## config.mk

```make
export PLATFORM = sky130hd
export DESIGN_NAME = sram_arbiter
export DESIGN_NICKNAME = d
export VERILOG_FILES = /design/src/rtl/sram_arbiter.sv
export SDC_FILE = /design/constraint.sdc
export NUM_CORES = 1
export LEC_CHECK = 0
export BUFFER_PORTS_ARGS = -buffer_cell sky130_fd_sc_hd__clkbuf_2
export CAP_MARGIN = 20
export CORE_MARGIN = 2
export CORE_UTILIZATION = 46
export DETAILED_ROUTE_END_ITERATION = 16
export PLACE_DENSITY_LB_ADDON = 0.3
export SYNTH_ARGS = -nofsm -noshare
export SYNTH_HDL_FRONTEND = slang
export SYNTH_SLANG_ARGS = --single-unit
```

## constraint.sdc

```tcl
create_clock -name clk -period 2.2 [get_ports clk]
set_input_delay 0.44 -clock clk [delete_from_list [all_inputs] [get_ports clk]]
set_output_delay 0.44 -clock clk [all_outputs]
set_load 0.03 [all_outputs]
```

## src/rtl/sram_arbiter.sv

```systemverilog
// sram_arbiter: shares one SRAM controller between the MEM stage (port 0) and a
// secondary master (port 1), with a watchdog that aborts stuck transactions.
// Ports: clk, rst (sync, active-high); pN_rd_en/pN_wr_en/pN_addr/pN_wdata requests,
//   pN_rdata/pN_done/pN_stall responses; mem_* level interface to the controller;
//   err is a sticky watchdog-abort flag.
// Build option: define ROUND_ROBIN_EN for alternating grants on contention,
//   otherwise port 0 has fixed priority.
module sram_arbiter #(
    parameter int ADDR_W  = 32,
    parameter int DATA_W  = 32,
    parameter int TIMEOUT = 15
) (
    input  logic              clk,
    input  logic              rst,
    input  logic              p0_rd_en,
    input  logic              p0_wr_en,
    input  logic [ADDR_W-1:0] p0_addr,
    input  logic [DATA_W-1:0] p0_wdata,
    output logic [DATA_W-1:0] p0_rdata,
    output logic              p0_done,
    output logic              p0_stall,
    input  logic              p1_rd_en,
    input  logic              p1_wr_en,
    input  logic [ADDR_W-1:0] p1_addr,
    input  logic [DATA_W-1:0] p1_wdata,
    output logic [DATA_W-1:0] p1_rdata,
    output logic              p1_done,
    output logic              p1_stall,
    output logic              mem_read_en,
    output logic              mem_write_en,
    output logic [ADDR_W-1:0] mem_address,
    output logic [DATA_W-1:0] mem_write_data,
    input  logic [DATA_W-1:0] mem_read_data,
    input  logic              mem_ready,
    output logic              err
);

    typedef enum logic [1:0] {
        IDLE = 2'd0,
        BUSY = 2'd1,
        RESP = 2'd2
    } state_t;

    // Abort fires at the end of the TIMEOUT-th BUSY cycle.
    localparam logic [3:0] WD_LAST = 4'(TIMEOUT - 1);

    state_t            state_q, state_d;
    logic              owner_q, owner_d;
    logic              rd_en_q, rd_en_d;
    logic              wr_en_q, wr_en_d;
    logic [ADDR_W-1:0] addr_q, addr_d;
    logic [DATA_W-1:0] wdata_q, wdata_d;
    logic [3:0]        wd_q, wd_d;
    logic [DATA_W-1:0] p0_rdata_q, p0_rdata_d;
    logic [DATA_W-1:0] p1_rdata_q, p1_rdata_d;
    logic              p0_done_q, p0_done_d;
    logic              p1_done_q, p1_done_d;
    logic              err_q, err_d;
`ifdef ROUND_ROBIN_EN
    logic              last_q, last_d;
`endif

    logic req0, req1, gnt1, finish;

    assign req0 = p0_rd_en | p0_wr_en;
    assign req1 = p1_rd_en | p1_wr_en;

`ifdef ROUND_ROBIN_EN
    // On a tie the port that was not granted last time wins.
    assign gnt1 = req1 & (~req0 | ~last_q);
`else
    assign gnt1 = req1 & ~req0;
`endif

    always_comb begin
        state_d    = state_q;
        owner_d    = owner_q;
        rd_en_d    = rd_en_q;
        wr_en_d    = wr_en_q;
        addr_d     = addr_q;
        wdata_d    = wdata_q;
        wd_d       = wd_q;
        p0_rdata_d = p0_rdata_q;
        p1_rdata_d = p1_rdata_q;
        p0_done_d  = 1'b0;
        p1_done_d  = 1'b0;
        err_d      = err_q;
        finish     = 1'b0;
`ifdef ROUND_ROBIN_EN
        last_d     = last_q;
`endif
        unique case (state_q)
            IDLE: begin
                if (req0 | req1) begin
                    owner_d = gnt1;
                    // Read wins when a port raises both enables.
                    rd_en_d = gnt1 ? p1_rd_en : p0_rd_en;
                    wr_en_d = gnt1 ? ~p1_rd_en : ~p0_rd_en;
                    addr_d  = gnt1 ? p1_addr : p0_addr;
                    wdata_d = gnt1 ? p1_wdata : p0_wdata;
                    wd_d    = 4'd0;
                    state_d = BUSY;
`ifdef ROUND_ROBIN_EN
                    last_d  = gnt1;
`endif
                end
            end
            BUSY: begin
                if (mem_ready) begin
                    finish = 1'b1;
                    if (rd_en_q) begin
                        if (owner_q) begin
                            p1_rdata_d = mem_read_data;
                        end else begin
                            p0_rdata_d = mem_read_data;
                        end
                    end
                end else if (wd_q == WD_LAST) begin
                    finish = 1'b1;
                    err_d  = 1'b1;
                    if (owner_q) begin
                        p1_rdata_d = '0;
                    end else begin
                        p0_rdata_d = '0;
                    end
                end else begin
                    wd_d = wd_q + 4'd1;
                end
                if (finish) begin
                    rd_en_d   = 1'b0;
                    wr_en_d   = 1'b0;
                    p0_done_d = ~owner_q;
                    p1_done_d = owner_q;
                    state_d   = RESP;
                end
            end
            RESP: begin
                // No grant here: a requester dropping at done is not re-served.
                state_d = IDLE;
            end
            default: begin
                state_d = IDLE;
            end
        endcase
    end

    always_ff @(posedge clk) begin
        if (rst) begin
            state_q    <= IDLE;
            owner_q    <= 1'b0;
            rd_en_q    <= 1'b0;
            wr_en_q    <= 1'b0;
            addr_q     <= '0;
            wdata_q    <= '0;
            wd_q       <= 4'd0;
            p0_rdata_q <= '0;
            p1_rdata_q <= '0;
            p0_done_q  <= 1'b0;
            p1_done_q  <= 1'b0;
            err_q      <= 1'b0;
`ifdef ROUND_ROBIN_EN
            last_q     <= 1'b1;
`endif
        end else begin
            state_q    <= state_d;
            owner_q    <= owner_d;
            rd_en_q    <= rd_en_d;
            wr_en_q    <= wr_en_d;
            addr_q     <= addr_d;
            wdata_q    <= wdata_d;
            wd_q       <= wd_d;
            p0_rdata_q <= p0_rdata_d;
            p1_rdata_q <= p1_rdata_d;
            p0_done_q  <= p0_done_d;
            p1_done_q  <= p1_done_d;
            err_q      <= err_d;
`ifdef ROUND_ROBIN_EN
            last_q     <= last_d;
`endif
        end
    end

    assign mem_read_en    = rd_en_q;
    assign mem_write_en   = wr_en_q;
    assign mem_address    = addr_q;
    assign mem_write_data = wdata_q;
    assign p0_rdata       = p0_rdata_q;
    assign p1_rdata       = p1_rdata_q;
    assign p0_done        = p0_done_q;
    assign p1_done        = p1_done_q;
    assign err            = err_q;
    assign p0_stall       = req0 & ~p0_done_q;
    assign p1_stall       = req1 & ~p1_done_q;

endmodule

```

# --- After elaboration in Yosys (flattened, before gate mapping) ---
# Index checks and enable logic that the tools add are counted.
word_totals:
  regBits: 140
  elab_cells: 75
classes:
  muxes: 29
  reduce_logical: 11
  bitwise_logic: 15
  n_eq_ne: 7
  add_sub_neg: 1
ops:
  columns: ["cell", "n"]
  rows:
  - ["$mux W32", 12]
  - ["$mux W4", 3]
  - ["$reduce_and A4 Y1", 3]
  - ["$not A1 Y1", 9]
  - ["$mux W1", 8]
  - ["$ne A2 B2 Y1 const B", 4]
  - ["$pmux W4 S2", 1]
  - ["$reduce_and A3 Y1", 2]
  - ["$add A4 B1 Y4 const B", 1]
  - ["$eq A4 B4 Y1 const B", 1]
  - ["$mux W2", 2]
  - ["$pmux W1 S2", 2]
  - ["$pmux W2 S2", 1]
  - ["$reduce_and A2 Y1", 2]
  - ["$reduce_bool A2 Y1", 2]
  - ["$and A1 B1 Y1", 3]
  - ["$or A1 B1 Y1", 3]
  - ["$reduce_or A3 Y1", 1]
  - ["$eq A2 B1 Y1 const B", 1]
  - ["$logic_not A2 Y1", 1]
  - ["$ne A2 B1 Y1 const B", 1]

# --- Longest topological paths before layout ---
logic_depth:
  depth_word: 6
  depth_mapped: 6
  mapped_depth_nobuf: 5

# --- Worst setup path before layout ---
# No wires, ideal clock.
synth_timing:
  path_kind: "input -> output"
  startpoint: "input port p0_wr_en"
  endpoint: "output port p0_stall"
  path_slack_ps: 501
  arrival_ps: 1259
  path_buffers: 2
  required_time_ps: 1760
  cell_stages: 4
  path_cell_list: "nor2_1 -> buf_2 -> buf_1 -> nor2_1"
synth_via:
  elab_chain_cells: 2
synth_lines:
  columns: ["item", "line_no", "text"]
  rows:
  - ["start, declared", "16", "input logic p0_wr_en,"]
  - ["$or A1 B1 Y1", "65", "assign req0 = p0_rd_en | p0_wr_en;"]
  - ["$and A1 B1 Y1", "192", "assign p0_stall = req0 & ~p0_done_q;"]
  - ["end, declared", "21", "output logic p0_stall,"]
# No other way between the ends.

# --- Worst setup path after layout ---
# Ends and elaborated chain as after synthesis.

==> summary.txt <==
Power
  • Static Leak: 4.03 nW
  • Power per cell area: 812 nW/µm²
  • Maximum VDD drop: 487 µV

Routing
  • Avg WL per Cell: 16.4 µm
  • Number of vias per cell: 5.53
  • DR vias: 6,327
  • # DRC: 0
  • Iter 0 DRT Violations: 552
  • Post-Route WL: 18,700 µm
  • Final ANT Viol Nets: 0
  • TritonRoute pass-1 iters: 5

Logic synthesis
  • Synthesized Nets: 856
  • Synthesized flop and latch total: 140
  • Synth warn: 0
  • Most area-consuming cells after synthesis: dfxtp_1 47%, mux2i_1 11%, a311oi_1 9.3%
  • Top FF cell, synth: dfxtp_1
  • Most common library cells after synthesis: 140 x dfxtp_1, 96 x nand2_1, 67 x a21oi_1, 67 x nand3_1, 67 x o21ai_0
  • Synth unique cells: 38
  • Synthesized area per cell: 8.74 µm²
  • Async S/R FF share, synth: 0%
  • Area leader, netlist: dfxtp_1
  • Synth top area share: 46.7%
  • Post-synth EDFFs: 0
  • Synthesized instance count: 687
  • Most numerous cell in the Yosys netlist: dfxtp_1
  • Post-synthesis cell area: 6000 µm²
  • Seq/Total Area, Yosys: 46.7%

Job
  • Max-cap violations: 0

Floorplanning
  • Die area: 14,000 µm²
  • Chip Width: 118 µm
  • Row count: 41
  • Starting Density: 47.4%
  • I/O pin total: 302
  • Die Height: 118 µm
  • Core box area: 12,700 µm²

Cells and area
  • Fin nets: 1,128
  • Design Area, Final: 8360 µm²
  • Util after Layout: 66.0%
  • Area growth syn-to-layout: 39.2%
  • # diodes: 0
  • Layout cells sized above 1: 38.3%

Timing
  • Max Freq: 574 MHz
  • RSZ-0062 raised after global routing: false
  • Worst slew margin: 42.2%
  • Max-slew violations: 0
  • Fin crit period: 1.74 ns
  • Final Skew: 0.00749 ns
  • Final period util: 79.2%
  • Final setup fails: 0
  • Final hold violation count: 0
  • Worst slew pin tran: 0.868 ns

Global routing
  • Total track usage: 25.7%
  • Pin count of the biggest net entering global routing: 80
  • Initial antenna violation count: 0
  • GRT overflow: 0
  • First-pass GRT wire length: 29,300 µm
  • Vias in the first global route: 5,781

Clocking
  • Clock buffer count from CTS: 17
  • CTS Root Cell: clkbuf_16
  • Clock Latency Late Sink: 0.41 ns
  • Clock slew at reported path FFs: 0.06 ns
  • Max Root-Sink Buffers: 2
  • Resize count post-CTS: 0
  • H-tree depth: 4
  • Postcts setup bufs: 0
  • # clock sinks: 140
  • CTS tree: built
  • Hold bufs inserted after CTS: 0

Setup path
  • Top delay family on crit path: buffers and inverters
  • CP max stage delay: 0.22 ns
  • Critical path class: primary input to output pin
  • CP Buf/Inv Count: 4
  • Type of destination of the critical path: output pin
  • Critical Path RT: 1.76 ns
  • Cells along the critical path: clkbuf_2 -> buf_4 -> nor2_4 -> buf_4 -> nor2_1 -> clkbuf_2
  • Worst-path fanout max: 13
  • Worst path arrival time: 1.30 ns
  • CP startpoint kind: primary input
  • Worst path slowest cell: buf_4

Status
  • Status: finished, final reports clean

Placement
  • Final HPWL DP: 12,900 µm
  • Placer Congestion: 0.866
  • PortBufs: 301
  • Placed cell areas: 7790 µm²

Min path
  • Worst min-delay path class: primary input to flop
==> layer usage <==
layer	GRT usage (%)	vias up	wire length, µm
met4	8.96	0	378
met5	0	-	0
met3	7.58	33	1520
met2	42.0	301	9060
met1	32.2	2923	7770
li1	-	3070	-
==> metrics by stage <==
stage	worst slack [ns]	cells	setup TNS [ns]	total power, W	hold slack (ns)
2_1_floorplan	0.501	687	0	0.00362	0.464
3_3_place_gp	-0.133	1111	-1.71	0.00410	0.445
3_5_place_dp	0.120	1112	0	0.00412	0.450
4_1_cts	0.452	1144	0	0.00684	0.264
5_1_grt	0.378	1144	0	0.00707	0.264
6_report	0.459	1144	0	0.00679	0.280
==> logic make-up after synthesis <==
family / synth area share (%)
mux: 10.9
compound gates: 22.5
flops: 46.7
simple gates: 14.4
buf+inv: 5.15
fa+ha+maj: 0.417
==> power breakdown <==
| group | total (W) | switching [W] | internal, W | leakage, nW |
|---|---|---|---|---|
| Combinational | 0.00129 | 0.000835 | 0.000452 | 2.61 |
| Sequential | 0.00279 | 0.0000900 | 0.00270 | 1.15 |
| Clock | 0.00271 | 0.00109 | 0.00162 | 0.269 |
| Total | 0.00679 | 0.00201 | 0.00477 | 4.03 |
==> worst reg2reg max path: cells and delay by family (launching register included) <==
kind            cells  cell delay, ns
simple gates        1            0.25
compound gates      1            0.19
flops               1            0.37
mux                 1            0.25
buf+inv             2            0.36
fa+ha+maj           1            0.25
==> state kept, by name, indices dropped and copies added (netlist names) <==
name / count
mem_address: 32
mem_write_data: 32
p0_rdata: 32
p1_rdata: 32
wd_q: 4
state_q: 2
err: 1
mem_read_en: 1
mem_write_en: 1
owner_q: 1
p0_done: 1
p1_done: 1
==> path summary, 6_finish.rpt <==
check | start | endpoint | slack (ns) | depth (start not counted)
max | p0_wr_en | p0_stall | 0.46 | 6
min | mem_read_data[14] | p1_rdata[14] | 0.28 | 3
max reg2reg | wd_q[0] | p0_rdata[12] | 0.46 | 6
min reg2reg | p0_rdata[26] | p0_rdata[26] | 0.46 | 2
==> placed cells by master, fill, tap and decap left out, types with 2 or more instances in the layout <==
master	instances
clkbuf_8	2
o21ai_0	67
nor3_1	3
dfxtp_1	140
nand3_1	67
clkinv_2	2
nor2_1	4
clkbuf_16	17
inv_6	3
clkinv_4	2
a21oi_1	67
nand2b_1	3
inv_1	2
clkinvlp_4	4
nor4_1	3
nand2_1	96
nor2b_1	3
ha_1	2
nor2_4	4
a311oi_1	64
clkbuf_2	301
buf_4	17
or2_2	3
o211ai_4	2
a41oi_1	2
buf_12	9
mux2i_1	64
==> area by class of cell <==
cell class	instances	area [µm²]
sequential	140	2800
clock inverter	12	114
multi-input combinational	470	2940
inverter	3	11.3
tap	172	215
fill	1113	4310
clock buffer	20	457
timing repair buffer	327	1810
Power figures use the tool's default switching activity.
